===== src/rtl/instr_memory.sv =====
// Instruction memory for the single-cycle RISC-V core: combinational read,
// synchronous program-load port, and an asynchronous reset back to the boot image.
module instr_memory #(
    parameter int DEPTH = 64,
    parameter int WIDTH = 32
) (
    input  logic             clk,
    input  logic             rst_n,
    input  logic [7:0]       address,
    output logic [WIDTH-1:0] instruction,
    output logic             misaligned,
    input  logic             prog_we,
    input  logic [7:0]       prog_addr,
    input  logic [WIDTH-1:0] prog_wdata
);

    localparam int AW = $clog2(DEPTH);

    logic [WIDTH-1:0] mem [DEPTH];

    // Boot program: arithmetic demo, a store/load pair, then a branch-to-self halt.
    function automatic logic [WIDTH-1:0] boot_word(input int idx);
        case (idx)
            0:       boot_word = 32'h0050_0093;
            1:       boot_word = 32'h00A0_0113;
            2:       boot_word = 32'h0020_81B3;
            3:       boot_word = 32'h4020_8233;
            4:       boot_word = 32'h0020_F2B3;
            5:       boot_word = 32'h0020_E333;
            6:       boot_word = 32'h0030_2023;
            7:       boot_word = 32'h0000_2403;
            8:       boot_word = 32'h0000_0063;
            default: boot_word = 32'h0000_0013;
        endcase
    endfunction

    // Reset dominates any coincident load, so a write during reset is discarded.
    always_ff @(posedge clk or negedge rst_n) begin
        if (!rst_n) begin
            for (int i = 0; i < DEPTH; i++) begin
                mem[i] <= boot_word(i);
            end
        end else if (prog_we) begin
            mem[prog_addr[AW+1:2]] <= prog_wdata;
        end
    end

    assign instruction = mem[address[AW+1:2]];
    assign misaligned  = |address[1:0];

endmodule


===== config.mk =====
export PLATFORM = sky130hd
export DESIGN_NAME = instr_memory
export DESIGN_NICKNAME = d
export VERILOG_FILES = /design/src/rtl/instr_memory.sv
export SDC_FILE = /design/constraint.sdc
export NUM_CORES = 2
export LEC_CHECK = 0
export CAP_MARGIN = 10
export CORE_MARGIN = 2
export CORE_UTILIZATION = 25
export CTS_CLUSTER_SIZE = 30
export DETAILED_ROUTE_END_ITERATION = 10
export PLACE_DENSITY = 0.46
export SYNTH_ARGS = -nofsm -noshare
export SYNTH_HDL_FRONTEND = slang
export SYNTH_SLANG_ARGS = --single-unit

===== constraint.sdc =====
create_clock -name clk -period 6.88 [get_ports clk]
set_clock_uncertainty 0.05 [all_clocks]
set_input_delay 1.032 -clock clk [delete_from_list [all_inputs] [get_ports clk]]
set_output_delay 1.032 -clock clk [all_outputs]
set_load 0.02 [all_outputs]

# == Yosys cells after proc, flatten, opt, wreduce, memory -nomap -nowiden ==
# Cells that the tools add are included.
# word_totals
reg_bits,2048
inputBits,51
out_inout_bits,33
word_cells,77
# classes
magnitude_cmp,3
muxes,6
bitwise,2
n_reduce_logical,2
# ops
operator,n
$bwmux 2048,1
$bmux 32 s6,1
$demux 32 s6,1
$mux 32,3
$ge 7x7->1 const B,2
$not 6->7,2
$lt 7x1->1 const B,1
$reduce_or 2->1,1
$logic_and 1x1->1,1

# == Longest topological paths before layout ==
# logic_depth
ltp_word,6
depth_mapped,11

# == Worst setup path before layout ==
# No wires, ideal clock.
# synth_path
path_type,in2out
start,input port address[2]
end,output port instruction[11]
arrival_time_ns,3.022
required_time_ns,5.798
slack_ns,2.776
cell_stages,10
n_path_buf,6
path_cell_list,buf_6 > buf_12 > buf_12 > buf_12 > buf_12 > buf_12 > mux2i_1 > a221oi_1 > a221oi_1 > nor4_1
# synth_between
elab_chain_cells,4
# synth_lines
element,line,rtl
"start, declared",9,"input logic [7:0] address,"
$not 6->7 (not written as such),48,assign instruction = mem[address[AW+1:2]];
$bmux 32 s6,48,
$mux 32 (not written as such) (2 in a row),48,
"end, declared",10,"output logic [WIDTH-1:0] instruction,"
# No other way between the ends. The select of a mux whose other input is x is not followed.

# == Worst setup path after layout ==
# layout_path
start,input port address[7]
end,output port instruction[23]
# The elaborated chain is that of the path after synthesis.

==> flow_metrics.py <==
metrics = {
    "floorplan": {
        "ioPinCount": 84,
        "num_rows": 224,
        "dieHeight_um": 616,
        "initial_core_util": 0.251,
        "die-area_um2": 380000,
        "die_w_um": 616,
        "core_area_um2": 373000,
    },
    "logic_synthesis": {
        "syn-num-nets": 5941,
        "avgSynthCellArea_um2": 15.9,
        "synthesis.area_um2": 93700,
        "ys.flop_type": "dfrtp_1",
        "yosys_warnings": 0,
        "synth_top_area_cell": "dfrtp_1",
        "synthDistinctLibCells": 57,
        "synthCells": 5890,
        "ys_async_sr_fraction": 1.00,
        "ys_ff_latch": 2048,
        "seq_area_frac_synth": 0.550,
        "synth_top_cell_area_share": 0.486,
        "synth_edf_count": 0,
        "synth_area_leaders": "dfrtp_1 (49%), mux2_2 (25%), mux4_2 (9.9%), dfstp_2 (6.4%), mux2i_1 (1.8%)",
    },
    "pwr": {
        "intPower_w": 0.0237,
        "pwr-share-comb": 0.127,
        "irDropWorstVdd_v": 0.000212,
        "leakagePower_nw": 47.9,
        "power_frac_clock": 0.410,
        "power_density_nw_per_um2": 289,
        "switchingPower_w": 0.00766,
        "sw_frac_of_total": 0.244,
        "seqPwrFrac": 0.463,
    },
    "cells_and_area": {
        "fin_nets": 5910,
        "final_cells": 11042,
        "reg_top3": "mem: 2048 flops",
        "area_growth_pct": 15.6,
        "drive_above_1_share": 0.573,
        "mostFrequentLayoutCell": "mux2_2",
        "layout_common_cells": "mux2_2 (2,076), dfrtp_1 (1,820), mux4_2 (412)",
        "largest_register_ffs": 2048,
        "top_register": "mem",
    },
    "global_routing": {
        "grt_use_met2": 0.254,
        "gr-usage-all-layers": 0.152,
        "met3_usage": 0.0182,
        "grt_antenna_before_repair": 18,
        "grt_pass1_vias": 57440,
        "grt_max_degree": 165,
        "grt-ovfl-total": 0,
        "grt.busiest_layer": "met2",
        "use_met1": 0.208,
        "grt_pass1_wl_um": 425000,
    },
    "clock_network": {
        "ctsResizeCount": 0,
        "cts_tree": "yes",
        "clk_latency_ns": 0.85,
        "cts.sinks": 2048,
        "cts_buffer_depth": 4,
        "hold_buffers": 0,
        "cts_root_buf": "clkbuf_16",
        "htree_levels": 4,
        "post-cts-setup-buffers": 0,
        "cts.clk_slew.worst_paths_ns": 0.06,
        "cts_made_buffers": 240,
    },
    "sta": {
        "setup_violations": 0,
        "tns_ns": 0,
        "slew_headroom": 0.155,
        "hold_violations": 0,
        "fin_crit_sh": 0.839,
        "rsz0062_at_grt": "false",
        "worstMarginPinSlew_ns": 1.27,
        "fin_crit_ns": 5.77,
        "fmax_mhz": 173,
        "drv_slew": 0,
    },
    "placement": {
        "dp.cells": 10588,
        "place.gp.congestion": 0.744,
        "portBuffers": 81,
        "dpl.hpwl_um": 176000,
    },
    "critical_path": {
        "cp_max_fo": 9,
        "reg2reg_depth": 1,
        "critPathLaunchType": "input port",
        "r2r_start": "mem[34]",
        "crit_type": "input port to output pin",
        "worstPathArrival_ns": 4.69,
        "endpoint_kind": "output pin",
        "worstReg2RegEnd": "mem[34]",
        "critPathRequiredTime_ns": 5.80,
        "r2r_setup_slack_ns": 6.05,
    },
    "detailed_routing": {
        "drc": 0,
        "drt_wl_total_um": 291000,
        "drtIter0Drc": 3215,
        "viasPerCell": 4.78,
        "vias": 52766,
        "drtPass1Iterations": 5,
        "final_antenna_net_count": 0,
        "wl_per_cell_um": 26.3,
    },
    "job": {
        "maxCapViolCount": 0,
    },
    "hold_path": {
        "holdCritPathClass": "input port to async pin",
    },
    "status": {
        "status": "complete, no violations",
    },
}
## worst max path at each step
stage | depth (start not counted) | startpoint | to
2_1_floorplan | 10 | address[2] | instruction[11]
3_3_place_gp | 8 | address[7] | instruction[8]
3_5_place_dp | 8 | address[7] | instruction[8]
4_1_cts | 8 | address[7] | instruction[8]
5_1_grt | 7 | address[7] | instruction[23]
6_report | 7 | address[7] | instruction[23]
## cell usage after synthesis (all sizes together), types with 16 or more instances
cell    instances
a21oi          42
a22oi         108
a311oi         25
and3           16
buf           326
clkbuf        275
dfrtp        1820
dfstp         228
mux2         2076
mux2i         167
mux4          465
nand2          51
nand3          17
nor2           69
nor2b          28
o221ai         23
o22ai          30
## worst max-delay path: stages
cell and delay, ns:
clkdlybuf4s50_1 0.84, buf_4 0.31, or2b_2 0.41, a2111oi_0 0.19
or4_1 0.62, nor3_1 0.53, clkdlybuf4s50_1 0.72
## final cells by class
type | count | area, µm²
Fill cell | 37157 | 264000
Sequential cell | 2048 | 51500
Multi-Input combinational cell | 3239 | 39500
Clock buffer | 394 | 7370
Tap cell | 4972 | 6220
Timing Repair Buffer | 330 | 3070
Clock inverter | 49 | 621
Antenna cell | 10 | 25.0
## routing by layer
| metal | up-vias | wire, µm |
|---|---|---|
| met2 | 862 | 141000 |
| met5 | - | 8 |
| met3 | 339 | 9160 |
| met1 | 29585 | 134000 |
| met4 | 2 | 6390 |
| li1 | 21978 | - |
## power by group through the flow
stage	clock network [W]	registers, W	logic [W]
final	0.0129	0.0145	0.00397
after global routing	0.0137	0.0147	0.00430
after CTS	0.0132	0.0145	0.00406
after detailed placement	0	0.0147	0.00405
after global placement	0	0.0146	0.00395
after floorplan	0	0.0145	0.00287
## per-stage QoR
| step | util | hold slack (ns) | setup slack [ns] | power [W] | area (µm²) |
|---|---|---|---|---|---|
| global route | 0.291 | 0.131 | 0.976 | 0.0327 | 108000 |
| finish | 0.291 | 0.107 | 1.11 | 0.0314 | 108000 |
| floorplan | - | 0.420 | 2.78 | 0.0173 | 93700 |
| global placement | 0.269 | 0.429 | 0.835 | 0.0186 | 100000 |
| detailed placement | 0.269 | 0.435 | 0.838 | 0.0188 | 100000 |
| CTS | 0.291 | 0.0582 | 0.824 | 0.0318 | 108000 |
## cells by family (layout without fill, tap and decap cells)
logic type             after synthesis  count (layout)  share of synthesized area
multiplexers                      2708            2708                      0.381
buffers and inverters              603             773                     0.0337
flip-flops                        2048            2048                      0.550
AND/OR/NAND/NOR                    240             240                     0.0127
other                                0              10                          0
AO/OA/AOI/OAI                      291             291                     0.0227
Note: power is estimated with default switching activity, not from simulation.
